**config.mk**
```make
export PLATFORM = sky130hd
export DESIGN_NAME = period_counter
export DESIGN_NICKNAME = d
export VERILOG_FILES = /design/src/rtl/period_counter_pkg.sv /design/src/rtl/period_counter_edge_sync.sv /design/src/rtl/period_counter.sv
export SDC_FILE = /design/constraint.sdc
export NUM_CORES = 1
export LEC_CHECK = 0
export CORE_ASPECT_RATIO = 1.4
export CORE_UTILIZATION = 50
export CTS_CLUSTER_DIAMETER = 200
export DETAILED_ROUTE_END_ITERATION = 6
export PLACE_DENSITY = 0.77
export SETUP_SLACK_MARGIN = 0.1
export SYNTH_ARGS = -nofsm -noshare
export SYNTH_HDL_FRONTEND = slang
export SYNTH_HIERARCHICAL = 1
export SYNTH_SLANG_ARGS = --single-unit
export TNS_END_PERCENT = 10
```
**constraint.sdc**
```tcl
create_clock -name clk -period 2.4 [get_ports clk]
set_input_delay 0.48 -clock clk [delete_from_list [all_inputs] [get_ports clk]]
set_output_delay 0.48 -clock clk [all_outputs]
set_load 0.01 [all_outputs]
```
**src/rtl/period_counter_pkg.sv**
```systemverilog
// Shared constants for the period counter and the restoring divider it feeds:
// default operand widths, timing defaults, FSM encoding and a width helper.
package period_counter_pkg;

  // Operand widths shared with the divider.
  localparam int M_DEF       = 26;      // dividend / reference-count width
  localparam int N_DEF       = 14;      // divisor / edge-count width

  // Timing defaults, in clk cycles.
  localparam int GATE_DEF    = 2**20;
  localparam int TIMEOUT_DEF = 2**22;

  // Measurement FSM states and their 3-bit encoding.
  typedef enum logic [2:0] {
    IDLE  = 3'd0,
    ARM   = 3'd1,
    GATE  = 3'd2,
    CLOSE = 3'd3,
    HOLD  = 3'd4
  } pc_state_e;

  localparam logic [2:0] ST_IDLE  = IDLE;
  localparam logic [2:0] ST_ARM   = ARM;
  localparam logic [2:0] ST_GATE  = GATE;
  localparam logic [2:0] ST_CLOSE = CLOSE;
  localparam logic [2:0] ST_HOLD  = HOLD;

  // Bits needed to count 0..n-1; never less than one bit.
  function automatic int cnt_w(input int n);
    return (n < 2) ? 1 : $clog2(n);
  endfunction

endpackage

```
**src/rtl/period_counter_edge_sync.sv**
```systemverilog
// Two-flop synchroniser for the asynchronous measured signal plus one delay
// flop; emits a one-cycle rising-edge strobe from the synchronised copy.
module edge_sync (
  input  logic clk,
  input  logic rst_n,
  input  logic d,
  output logic rise
);

  // sync_pipe[0] = s1, [1] = s2, [2] = s3
  logic [2:0] sync_pipe;

  // Shift the raw input through the synchroniser and delay stage.
  always_ff @(posedge clk or negedge rst_n) begin
    if (!rst_n) sync_pipe <= '0;
    else        sync_pipe <= {sync_pipe[1:0], d};
  end

  assign rise = sync_pipe[1] & ~sync_pipe[2];

endmodule

```
**src/rtl/period_counter.sv**
```systemverilog
// Measures an asynchronous signal over a gate window aligned to its rising
// edges: counts clk cycles (dividend) and whole signal periods (divisor),
// then offers both to the divider through a valid/ready handshake.
module period_counter
  import period_counter_pkg::*;
#(
  parameter int M              = M_DEF,
  parameter int N              = N_DEF,
  parameter int GATE_CYCLES    = GATE_DEF,
  parameter int TIMEOUT_CYCLES = TIMEOUT_DEF
) (
  input  logic         clk,
  input  logic         rst_n,
  input  logic         start,
  input  logic         sig_in,
  output logic [M-1:0] dividend,
  output logic [N-1:0] divisor,
  output logic         valid,
  input  logic         ready,
  output logic         busy,
  output logic         timeout
);

  localparam int GW = cnt_w(GATE_CYCLES);
  localparam int TW = cnt_w(TIMEOUT_CYCLES);

  // Terminal values: each counter stops at its last value and never wraps.
  localparam logic [GW-1:0] GATE_LAST = GW'(GATE_CYCLES - 1);
  localparam logic [TW-1:0] ARM_LAST  = TW'(TIMEOUT_CYCLES - 1);
  localparam logic [M-1:0]  REF_LAST  = {{(M-1){1'b1}}, 1'b0};  // 2**M-2
  localparam logic [N-1:0]  EDGE_LAST = {{(N-1){1'b1}}, 1'b0};  // 2**N-2

  logic [2:0]    state, state_nxt;
  logic [TW-1:0] arm_tmr;
  logic [GW-1:0] gate_tmr;
  logic [M-1:0]  ref_cnt;
  logic [N-1:0]  edge_cnt;
  logic          rise;
  logic          close_now;
  logic          tmo_set;

  edge_sync u_sync (
    .clk   (clk),
    .rst_n (rst_n),
    .d     (sig_in),
    .rise  (rise)
  );

  assign busy = (state != ST_IDLE);

  // Next-state decode; a timeout holds its state for the pulse cycle so busy
  // drops on the edge after the pulse rather than with it.
  always_comb begin
    state_nxt = state;
    close_now = 1'b0;
    tmo_set   = 1'b0;
    case (state)
      ST_IDLE:  if (start) state_nxt = ST_ARM;
      ST_ARM: begin
        if (timeout)                  state_nxt = ST_IDLE;
        else if (rise)                state_nxt = ST_GATE;
        else if (arm_tmr == ARM_LAST) tmo_set   = 1'b1;
      end
      ST_GATE: begin
        // Saturating edge count wins over timer expiry; a rise on the expiry
        // cycle is counted but does not close the gate.
        if (rise && (edge_cnt == EDGE_LAST)) close_now = 1'b1;
        else if (gate_tmr == GATE_LAST)      state_nxt = ST_CLOSE;
      end
      ST_CLOSE: begin
        if (timeout)                  state_nxt = ST_IDLE;
        else if (rise)                close_now = 1'b1;
        else if (ref_cnt == REF_LAST) tmo_set   = 1'b1;
      end
      ST_HOLD:  if (ready) state_nxt = ST_IDLE;
      default:  state_nxt = ST_IDLE;
    endcase
    if (close_now) state_nxt = ST_HOLD;
  end

  // State register.
  always_ff @(posedge clk or negedge rst_n) begin
    if (!rst_n) state <= ST_IDLE;
    else        state <= state_nxt;
  end

  // Arm timer, gate timer, reference and edge counters.
  always_ff @(posedge clk or negedge rst_n) begin
    if (!rst_n) begin
      arm_tmr  <= '0;
      gate_tmr <= '0;
      ref_cnt  <= '0;
      edge_cnt <= '0;
    end else begin
      case (state)
        ST_IDLE: if (start) arm_tmr <= '0;
        ST_ARM: begin
          if (rise) begin
            ref_cnt  <= '0;
            edge_cnt <= '0;
            gate_tmr <= '0;
          end else if (arm_tmr != ARM_LAST) begin
            arm_tmr <= arm_tmr + TW'(1);
          end
        end
        ST_GATE: begin
          ref_cnt <= ref_cnt + M'(1);
          if (gate_tmr != GATE_LAST) gate_tmr <= gate_tmr + GW'(1);
          if (rise)                  edge_cnt <= edge_cnt + N'(1);
        end
        ST_CLOSE: if (ref_cnt != REF_LAST) ref_cnt <= ref_cnt + M'(1);
        default: ;
      endcase
    end
  end

  // Result capture, valid handshake and timeout pulse.
  always_ff @(posedge clk or negedge rst_n) begin
    if (!rst_n) begin
      dividend <= '0;
      divisor  <= '0;
      valid    <= 1'b0;
      timeout  <= 1'b0;
    end else begin
      timeout <= tmo_set;
      if (close_now) begin
        // The closing edge itself completes the last period, hence +1.
        dividend <= ref_cnt + M'(1);
        divisor  <= edge_cnt + N'(1);
        valid    <= 1'b1;
      end else if ((state == ST_HOLD) && ready) begin
        valid <= 1'b0;
      end
    end
  end

endmodule

```
-- Word level (Yosys, flattened, before mapping)
Index checks and enable logic that the tools add are counted.
- register bits after elaboration: 130
- bits in latches: 0
- bits in writable memories: 0
- ROM bits: 0
- memories: 0
- $add $sub $neg: 4
- multiply operators: 0
- divide/modulo/power cells: 0
- order comparisons: 0
- equality and inequality tests: 24
- shift-type cells: 0
- muxes and demuxes: 35
- bitwise logic cells: 2
- reduce and logical (&&, ||, !) cells: 13
- operators by type and width (cell ; number):
    26-bit one-hot mux with 3 select lines ; 1
    22-bit 2-to-1 mux ; 3
    26-bit 2-to-1 mux ; 2
    22-bit one-hot mux with 2 select lines ; 1
    20-bit 2-to-1 mux ; 2
    20-bit one-hot mux with 2 select lines ; 1
    14-bit 2-to-1 mux ; 2
    14-bit one-hot mux with 2 select lines ; 1
    26-bit by 1-bit adder with 26-bit output, second input constant ; 1
    26-bit == test, second input constant ; 1
    26-bit inequality test, second input constant ; 1
    3-bit 2-to-1 mux ; 8
    22-bit by 1-bit adder with 22-bit output, second input constant ; 1
    22-bit == test, second input constant ; 1
    22-bit inequality test, second input constant ; 1
    20-bit by 1-bit adder with 20-bit output, second input constant ; 1
    20-bit == test, second input constant ; 1
    20-bit inequality test, second input constant ; 1
    3-bit inequality test, second input constant ; 5
    3-bit one-hot mux with 5 select lines ; 1
    14-bit by 1-bit adder with 14-bit output, second input constant ; 1
    14-bit == test, second input constant ; 1
    2-bit inequality test, second input constant ; 7
    1-bit 2-to-1 mux ; 11
    other kinds (14) ; 22

-- Longest topological paths before layout
Gate-level depths: netlist (run 1).
- depth in word-level cells: 7
- depth in mapped cells: 8

-- Modules after synthesis
The synthesis (run 1) kept the hierarchy.
- modules (own cells, without submodules) (module ; times used ; cells an instance ; area each (sq um)):
    period_counter ; 1 ; 687 ; 6881.6
    edge_sync ; 1 ; 4 ; 88.8

-- Least setup slack after synthesis (run 1)
No wires, ideal clock.
- path type: register -> register
- from: reg edge_cnt[4]
- to: reg dividend[2]
- library setup time: 0.125 ns
- arrival: 1.886 ns
- data required time: 2.275 ns
- setup slack: 0.389 ns
- cell stages (with the launch flop): 8
- path buffers: 2
- path through: dfrtp_1 > buf_4 > nand4_2 > or4_1 > o21ai_2 > nand3_4 > buf_6 > mux2_4
- cells in the longest elaborated chain, start to end: 4
- ends and longest elaborated chain (item ; RTL line ; RTL):
    from (decl) ; period_counter.sv:37 ; logic [N-1:0] edge_cnt;
    from (signal assigned) ; period_counter.sv:109 ; if (rise) edge_cnt <= edge_cnt + N'(1);
    14-bit == test ; period_counter.sv:67 ; if (rise && (edge_cnt == EDGE_LAST)) close_now = 1'b1;
    1-bit logical AND ; period_counter.sv:67 ;
    1-bit 2-to-1 mux ; period_counter.sv:67 ;
    1-bit one-hot mux with 2 select lines ; period_counter.sv:57 ; case (state)
    to (signal assigned) ; period_counter.sv:128 ; dividend <= ref_cnt + M'(1);
    to (decl) ; period_counter.sv:16 ; output logic [M-1:0] dividend,
Every way passes these cells.
A chain may end at the register's enable or synchronous reset.

-- Worst setup path in the final report (run 1)
- from: reg state[0]
- to: out busy
- cells in the longest elaborated chain, start to end: 1
- ends and longest elaborated chain (item ; RTL line ; RTL):
    from (decl) ; period_counter.sv:33 ; logic [2:0] state, state_nxt;
    from (signal assigned) ; period_counter.sv:84 ; else state <= state_nxt;
    3-bit nonzero test ; period_counter.sv:49 ; assign busy = (state != ST_IDLE);
    to (decl) ; period_counter.sv:20 ; output logic busy,
Every way passes these cells.

==> metrics.txt, run 1 <==
outcome finished, final reports clean; Top FF cell, synth dfrtp_1; synth top area cells dfrtp_1 47%, mux2_2 5.3%, xnor2_1 4.6%; CTS H-tree lvls 4; IO Count 48; asr flop ratio synth 100.0%; Residual DRC 0; final net count 759; Synth Cell Area approximately 7000 sq um; number of buffers inserted by port buffering 47; Fin Setup TNS 0 ns; synthesized area per cell between 10 and 15 sq um; CP Capture Type output pin; # rows 50; slew margin rel. roughly half; crit-path max FO 17; Reg2Reg Depth 7; Longest Clk Path Bufs 2; Die Wd 101.8 um; diodes inserted 0; vias in the first global route 5608; final hold vios 0; commonest non-fill, non-tap cells in the layout 129 x dfrtp_1, 56 x nand2_1, 46 x nor2_1, 46 x clkdlybuf4s50_1; DR iter-0 viols ~270; CP arrival ~1.7 ns; Mapped Nets around 700; CP Launch Type flop; grt ovf 0; post-synthesis compound-gate area fraction a little over a tenth; Clk Latency, worst-skew pair between 0.4 and 0.5 ns; antenna-violating nets left 0; Worst-Margin Slew ~0.75 ns; worst reg2reg setup slack between 0.2 and 0.25 ns; commonest non-fill, non-tap cell in the layout dfrtp_1; maximum number of pins on one net before global-route repair between 40 and 50; Crit Reg-Reg Startpoint state[0]; max-slew violations 0; post-DR wirelength/cell approximately 17 um; top cell type's share of synthesized area a little under half; DIE HEIGHT about 140 um; met1 usage 27.91%; RSZ-0062 raised after global routing false; leading area contributor after synthesis dfrtp_1; Starting Density between 50% and 60%; sequential share of the synthesized area between 40% and 50%; CTS tree yes; DIE AREA 14420 sq um; Post-DP HPWL around 11000 um; drt via density about 5.9; area delta synth->final 20.71%; Ys Warns 6; via count about 5600; Placer Congestion about 0.9; max cap viols 0; Post-CTS Hold Buffers 0; final core utilization between 60% and 70%; DRT Wirelength about 16000 um; clock-pin transition on the worst setup and hold timing paths 0.06 ns; number of synthesized flops with an enable pin 0; R2R Path End edge_cnt[10]; max frequency between 0.4 and 0.5 GHz; global-route wire length before repair 26810 um; met3 Use GR a little under 6%; busiest grt layer met2; Tcrit/Tclk final between 90% and 100%; CTS Buf Count 17; synthesized flop and latch total 130; count of cell types in the netlist between 60 and 70; worst hold path type input port to async pin; initial antenna violation count 0; critical path class flop to output pin; Critical Path RT around 1.9 ns; floorplan core area between 10000 and 15000 sq um; leak pwr ~0.0038 uW; largest family of logic cells by synthesized area simple AND/OR/NAND/NOR gates; Final Setup Violations 0; post-route minimum period 2.180 ns; # clock sinks 130; DR pass1 iterations 4; Total GRT Usage 23.93%; Post-Syn Instances around 690; share of cells above drive strength 1 between 10% and 20%; Root Driver clkbuf_16; PwrDens around 880 nW/um^2; Simple-Gate Fraction of Synth Area roughly 22%; maximum VDD drop 0.5068 mV; Synth Area in Adders 1.077%; post-synthesis mux area share 8.993%; routing usage on met2 42.18%; XOR/XNOR share of the synthesized area 6.534%; Final Skew roughly 0.0097 ns
flip-flops by register name, summed over array words and instances (netlist names):
| name | count |
|---|---|
| gate_tmr | 20 |
| state | 3 |
| u_sync/sync_pipe | 3 |
| arm_tmr | 22 |
| divisor | 14 |
| ref_cnt | 26 |
| dividend | 26 |
| edge_cnt | 14 |
| timeout | 1 |
| valid | 1 |
cell usage after synthesis, drive strengths merged (20+ instances only):
cell / instances
xnor2: 37
nand4: 26
nor3: 20
mux2: 38
nand3: 38
a21oi: 24
o21ai: 35
nor4: 21
clkbuf: 22
nor2: 48
dfrtp: 130
nand2: 56
worst max path at each step:
stage,from,to,slack (ns),cells past startpoint
floorplan,edge_cnt[4],dividend[2],0.39,7
global placement,ref_cnt[0],ref_cnt[18],0.15,6
detailed placement,ref_cnt[0],ref_cnt[18],0.09,6
CTS,state[1],busy,0.09,4
global route,edge_cnt[0],dividend[3],0.11,8
finish,state[0],busy,0.22,4
area by class of cell:
cell class                      instances  area [sq um]
Sequential cell                       130          3254
Clock inverter                         14         212.7
Fill cell                            1124          5099
Timing Repair Buffer                   78         742.0
Clock buffer                           18         429.2
Inverter                               14         55.05
Multi-Input combinational cell        507          3493
Tap cell                              182         227.7
metrics by stage:
step	setup slack [ns]	area, sq um	hold WS, ns	power, uW	instances
floorplan	0.3887	6970	0.1844	3837	691
global placement	0.1478	7697	0.3669	4433	907
detailed placement	0.09094	7697	0.3703	4505	907
CTS	0.08506	8353	0.006129	7348	939
global route	0.1121	8414	0.02972	7707	943
finish	0.2196	8414	0.007516	7363	943
critical path, stage by stage, from the launching register on:
cell	delay [ns]
dfrtp_1	0.40
buf_6	0.21
inv_4	0.08
nand2_1	0.07
clkdlybuf4s50_1	0.53
what timing repair did:
item                                    4_1_cts  5_1_grt
gates resized for setup                       4        6
buffers inserted                              0        4
pin swaps                                     0        3
endpoints found under the setup margin        2       27
routing by layer:
metal	routed length (um)	part of all wire, %
met1	6392	40
met4	315	2.0
met2	8468	53
met5	0	0
met3	679	4.3
report_power, final:
part           leakage (uW)  internal [uW]  total [uW]  switching (uW)
logic               0.00171            782        1840            1060
clock network      0.000302           1840        2800             967
registers           0.00177           2440        2720             278
cells by family after synthesis:
family                     after synthesis
and+or+nand+nor                        279
DFF                                    130
AOI/OAI and AO/OA                      114
muxes                                   56
buffers and inverters                   54
xor gates and xnor gates                52
adders and majority gates                6
Power figures use the tool's default switching activity.
==> run 2, diff against run 1 <==
CORE_MARGIN = 1   (was default)
TNS_END_PERCENT = 30   (was 10)
==> run 2 against run 1 <==
  * Global-route usage unchanged
  * Setup slack worse by 0.0084 ns
  * Sequential power about the same
  * Flip-flop and latch count unchanged
  * Design area about the same
  * Cell count up 0.21%
  * Critical path depth unchanged
  * Via count up 0.23%
  * Routed wire length down 0.12%
  * Utilization about the same
  * First-iteration DRC count down 4.4%
  * Register-to-register slack about the same
  * Critical path type unchanged
  * Critical endpoint unchanged
  * Largest power group unchanged
==> metrics.txt, run 2 (synthesized netlist as in run 1, its figures left out) <==
outcome finished, final reports clean; Longest Clk Path Bufs 2 (unchanged); CTS H-tree lvls 4 (unchanged); Final Setup Violations 0 (unchanged); DR iter-0 viols 261 (-4.4%); CTS Buf Count 17 (unchanged); placed insts 907 (unchanged); DRT Wirelength 15840 um (-0.12%); final net count 761 (+0.26%); NetSw 2300 uW (about the same); Levels on crit path 4 (unchanged); post-DR wirelength/cell 16.76 um (-0.33%); initial antenna violation count 0 (unchanged); Seq pwr share 37.0% (about the same); Reg2Reg Depth 7 (unchanged); diodes inserted 0 (unchanged); Root Driver clkbuf_16; final hold vios 0 (unchanged); slowest stage cell, crit path clkdlybuf4s50_1; worst reg2reg setup slack 0.22 ns (about the same); Final Skew 0.008594 ns (-0.001149 ns); Fin Setup TNS 0 ns (unchanged); share of cells above drive strength 1 16.78% (+0.22 points); ordered list of cells on the worst path buf_6 > inv_4 > nand2_1 > clkdlybuf4s50_1; Logic pwr share 25.0% (about the same); critical path's top delay family buffers and inverters; final non-filler cell total 945 (+0.21%); Critical Path RT 1.92 ns (about the same); grt ovf 0 (unchanged); CP Launch Type flop; Residual DRC 0 (unchanged); area delta synth->final 20.80% (about the same); Worst-Margin Slew 0.7553 ns (+0.007274 ns); Die Wd 101.8 um (unchanged); P_int 5061 uW (about the same); Starting Density 51.58% (unchanged); worst hold path type input port to async pin; via count 5578 (+0.23%); CTS tree yes; number of buffers inserted by port buffering 47 (unchanged); fill count 1122 (-0.18%); Crit path buffers/inverters 3 (unchanged); CP Capture Type output pin; Post-CTS Hold Buffers 0 (unchanged); max-slew violations 0 (unchanged); crit-path max FO 17 (unchanged); DIE HEIGHT 141.7 um (unchanged); leak pwr 0.003788 uW (+0.11%); floorplan core area 13510 sq um (unchanged); slew margin rel. 49.53% (-0.49 points); commonest non-fill, non-tap cells in the layout 129 x dfrtp_1, 56 x nand2_1, 46 x nor2_1, 46 x clkdlybuf4s50_1; post-route minimum period 2.189 ns (+0.008365 ns); maximum number of pins on one net before global-route repair 48 (unchanged); DR pass1 iterations 4 (unchanged); Total GRT Usage 23.93% (unchanged); Tcrit/Tclk final 91.20% (+0.35 points); global-route wire length before repair 26810 um (unchanged); max cap viols 0 (unchanged); Clk Latency, worst-skew pair 0.42 ns (about the same); drt via density 5.903 (about the same); Placer Congestion 0.9242 (unchanged); PwrDens 874.2 nW/um^2 (about the same); maximum VDD drop 0.5076 mV (+0.16%); max frequency 0.4569 GHz (-0.38%); biggest cell delay along the critical path 0.53 ns (about the same); Post-DP HPWL 10770 um (unchanged); Sw Ratio 31.24% (about the same); IO Count 48 (unchanged); commonest non-fill, non-tap cell in the layout dfrtp_1; critical path class flop to output pin; antenna-violating nets left 0 (unchanged); CP arrival 1.71 ns (about the same); # rows 50 (unchanged); vias in the first global route 5608 (unchanged); # clock sinks 130 (unchanged); largest registers dividend: 26 flops, ref_cnt: 26 flops, arm_tmr: 22 flops; RSZ-0062 raised after global routing false; clock-pin transition on the worst setup and hold timing paths 0.06 ns (about the same); Clk network pwr share 38.1% (about the same); DIE AREA 14420 sq um (unchanged)
## run 2: cell types whose count changed in the layout (fill, tap and decap cells not counted), sizes merged
cell  previous run  this run
buf             32        34
## run 2: worst reg2reg max path, stage by stage, from the launching register on
cell and delay [ns]:
dfrtp_1 0.42, buf_6 0.19, nor3b_2 0.23, buf_4 0.21, nand2_1 0.44, a31oi_1 0.36
o21ai_0 0.14, o31ai_1 0.10
## run 2: cell type report
| class | count | area (sq um) | share of cell area (%) |
|---|---|---|---|
| multi-input combinational | 507 | 3485 | 41.38 |
| inverter | 14 | 55.05 | 0.6538 |
| clock inverter | 14 | 212.7 | 2.526 |
| tap | 182 | 227.7 | 2.704 |
| sequential | 130 | 3254 | 38.65 |
| timing repair buffer | 80 | 757.0 | 8.990 |
| clock buffer | 18 | 429.2 | 5.097 |
## run 2: power groups by stage
stage	Combinational [uW]	Clock, uW	Sequential (uW)
detailed placement	1750	0	2750
floorplan	1170	0	2670
finish	1840	2800	2720
global placement	1700	0	2740
CTS	1780	2850	2720
global route	2020	2940	2760
## run 2: final timing paths
path / from / end
min in group clk: u_sync/sync_pipe[1] / u_sync/sync_pipe[2]
setup / recovery: state[0] / busy
max in group asynchronous: rst_n / state[1]
setup reg to reg: state[0] / edge_cnt[10]
hold reg to reg: u_sync/sync_pipe[1] / u_sync/sync_pipe[2]
hold / removal: rst_n / arm_tmr[13]
## run 2: stage by stage
| step | cell area, sq um | hold WS, ns | power [uW] | utilization (%) | worst slack (ns) |
|---|---|---|---|---|---|
| finish | 8421 | 0.01033 | 7361 | 62.31 | 0.2113 |
| global route | 8421 | 0.02972 | 7708 | 62.31 | 0.1121 |
| CTS | 8353 | 0.006129 | 7348 | 61.81 | 0.08506 |
| global placement | 7697 | 0.3669 | 4433 | 56.96 | 0.1478 |
| floorplan | 6970 | 0.1844 | 3837 | - | 0.3887 |
| detailed placement | 7697 | 0.3703 | 4505 | 56.96 | 0.09094 |
## run 2: per-layer routing
metal | global-route usage, % | vias to the layer above | routed length, um
met2 | 42.18 | 118 | 8442
met1 | 27.91 | 2784 | 6469
met4 | 8.467 | 0 | 287
met5 | 0 | - | 0
li1 | - | 2651 | -
met3 | 5.813 | 25 | 636
## run 2: timing repair
item	CTS	global route
resized for setup	4	5
pin swaps	0	4
cloned	0	0
endpoints found under the hold margin	0	0
endpoints found under the setup margin	2	27
buffers inserted	0	6
==> run 3, diff against run 2 <==
CELL_PAD_IN_SITES_DETAIL_PLACEMENT = 0   (was default)
CELL_PAD_IN_SITES_GLOBAL_PLACEMENT = 1   (was default)
CORE_UTILIZATION = 42   (was 50)
PLACE_DENSITY = 0.84   (was 0.77)
clock period = 1.9 ns   (was 2.4 ns; I/O delays follow)
==> run 3 against run 2 <==
  * The run now ends with negative setup slack left
  * Via count up 8.9%
  * Critical path type is now flop to flop
  * Clock power grew 16%
  * Clock-buffer cell count rose by 1
==> metrics.txt, run 3 (synthesized netlist as in run 1, its figures left out) <==
max frequency slightly below 0.5 GHz; Worst Hold End u_sync/sync_pipe[2]; post-route minimum period approximately 2.0 ns; # rows 55 (+10%); Worst-Margin Slew 0.4982 ns (-0.2571 ns); Root Driver clkbuf_16; CTS Buf Count 17 (unchanged); global-route wire length before repair 30720 um (+15%); vias in the first global route 6359 (+13%); worst hold path type flop to flop; max-slew violations 0 (unchanged); Crit Reg-Reg Startpoint edge_cnt[0]; met1 usage 24.73% (-3.2 points); RSZ-0062 raised after global routing true; worst hold start u_sync/sync_pipe[1]; Worst Setup Slack, final -0.1135 ns (-0.3247 ns); maximum VDD drop 0.5746 mV (+13%); crit-path max FO 28 (+11); Die Wd 110.9 um (+8.9%); ordered list of cells on the worst path inv_2 > ha_1 > nand2_1 > or4_4 > o21ai_4 > nand3_4 > buf_12 > mux2_4; DIE AREA 17120 sq um (+19%); commonest non-fill, non-tap cells in the layout 127 x dfrtp_1, 105 x buf_4, 54 x nand2_1; CP Capture Type flop; worst reg2reg setup slack -0.11 ns (-0.33 ns); post-DR wirelength/cell 17.64 um (+5.3%); final hold vios 0 (unchanged); PwrDens 1035 nW/um^2 (+18%); Starting Density 43.10% (-8.5 points); slew margin rel. 66.67% (+17 points); clock-pin transition on the worst setup and hold timing paths 0.06 ns (about the same); final net count 856 (+12%); slowest stage cell, crit path or4_4; routing usage on met2 41.32% (-0.86 points); leak pwr 0.004377 uW (+16%); R2R Path End divisor[12]; commonest non-fill, non-tap cell in the layout dfrtp_1; IO Count 48 (unchanged); Reg2Reg Depth 8 (+1); DRT Wirelength 18650 um (+18%); Tcrit/Tclk final 106.0%; # clock sinks 130 (unchanged); largest registers dividend: 26 flops, ref_cnt: 26 flops, arm_tmr: 22 flops; hold path cells 0; Critical Path RT 2.21 ns (+0.29 ns); grt ovf 0 (unchanged); CP arrival 2.32 ns (+0.61 ns); CTS H-tree lvls 4 (unchanged); final core utilization 60.01% (-2.3 points); via count 6072 (+8.9%); outcome finished, violations left; Clk Latency, worst-skew pair 0.43 ns (about the same); DIE HEIGHT 154.4 um (+9.0%); diodes inserted 0 (unchanged); Final Skew 0.01366 ns (+0.005065 ns); initial antenna violation count 0 (unchanged); maximum number of pins on one net before global-route repair 57 (+19%); met3 Use GR 3.448% (-2.4 points); CTS tree yes; share of cells above drive strength 1 34.03% (+17 points); floorplan core area 16170 sq um (+20%); Fin Setup TNS -3.322 ns (-3.322 ns); area delta synth->final 39.22%; DR pass1 iterations 5 (+1); Longest Clk Path Bufs 2 (unchanged); failing checks negative setup slack; Total GRT Usage 22.29% (-1.6 points); busiest grt layer met2; CP Launch Type flop; antenna-violating nets left 0 (unchanged); critical path class flop to flop; Residual DRC 0 (unchanged); biggest cell delay along the critical path 0.43 ns (-0.10 ns); Final Setup Violations 46 (+46); Placer Congestion 0.8522 (-7.8%); Post-DP HPWL 12050 um (+12%); number of buffers inserted by port buffering 47 (unchanged); DR iter-0 viols 208 (-20%); drt via density 5.745 (-2.7%); max cap viols 0 (unchanged)
==> run 3: worst max path at each step <==
stage,from,endpoint,slack [ns]
after floorplan,edge_cnt[4],dividend[2],-0.09
after global placement,start,arm_tmr[15],-0.10
after detailed placement,ref_cnt[0],dividend[18],-0.17
after CTS,edge_cnt[0],divisor[12],-0.1
after global routing,edge_cnt[0],divisor[12],-0.17
final,edge_cnt[0],divisor[12],-0.11
==> run 3: repair_timing <==
item,4_1_cts,5_1_grt
cloned,4,0
hold buffers,1,0
pin swaps,27,13
endpoints found under the setup margin,111,122
buffers inserted,11,2
hold endpoints to repair,25,0
gates resized for setup,76,36
==> run 3: final cells by class <==
cell class / count / area, sq um
flip-flops and latches: 130 / 3257
clock inverters: 13 / 136.4
multi-input cells: 507 / 3936
clock buffers: 19 / 452.9
repair buffers: 175 / 1619
well taps: 199 / 249.0
fillers: 1269 / 6467
inverters: 14 / 53.80
==> run 3: worst max-delay path: cells and delay by family, from the launching register on <==
| kind | cells | cell delay (ns) |
|---|---|---|
| AND/OR/NAND/NOR | 3 | 0.60 |
| flip-flops | 1 | 0.40 |
| multiplexers | 1 | 0.31 |
| buffers and inverters | 2 | 0.25 |
| AO/OA/AOI/OAI | 1 | 0.18 |
| adder cells (fa/ha/maj) | 1 | 0.15 |
==> run 3: layer usage <==
layer  vias up  part of all wire (%)  wire length (um)
met1      3030                    39              7331
met3        44                   3.2               600
li1       2839                     -                 -
met4         0                   2.8               520
met2       159                    55             10190
met5         -                     0                 0
==> run 3: stage by stage <==
stage | cell area [sq um] | total power (uW) | hold slack (ns) | cells | setup slack [ns]
3_5_place_dp | 8444 | 6087 | 0.3228 | 1007 | -0.1708
6_report | 9704 | 10040 | 0.3893 | 1057 | -0.1135
2_1_floorplan | 7059 | 4913 | 0.08441 | 691 | -0.08523
4_1_cts | 9544 | 9891 | 0.3850 | 1055 | -0.09701
5_1_grt | 9704 | 10500 | 0.3895 | 1057 | -0.1746
3_3_place_gp | 8444 | 5998 | 0.3224 | 1007 | -0.1033
==> run 3: power breakdown <==
group / switching, uW / total (uW) / internal (uW)
combinational: 1750 / 3430 / 1680
sequential: 268 / 3360 / 3090
clock: 1270 / 3260 / 1990
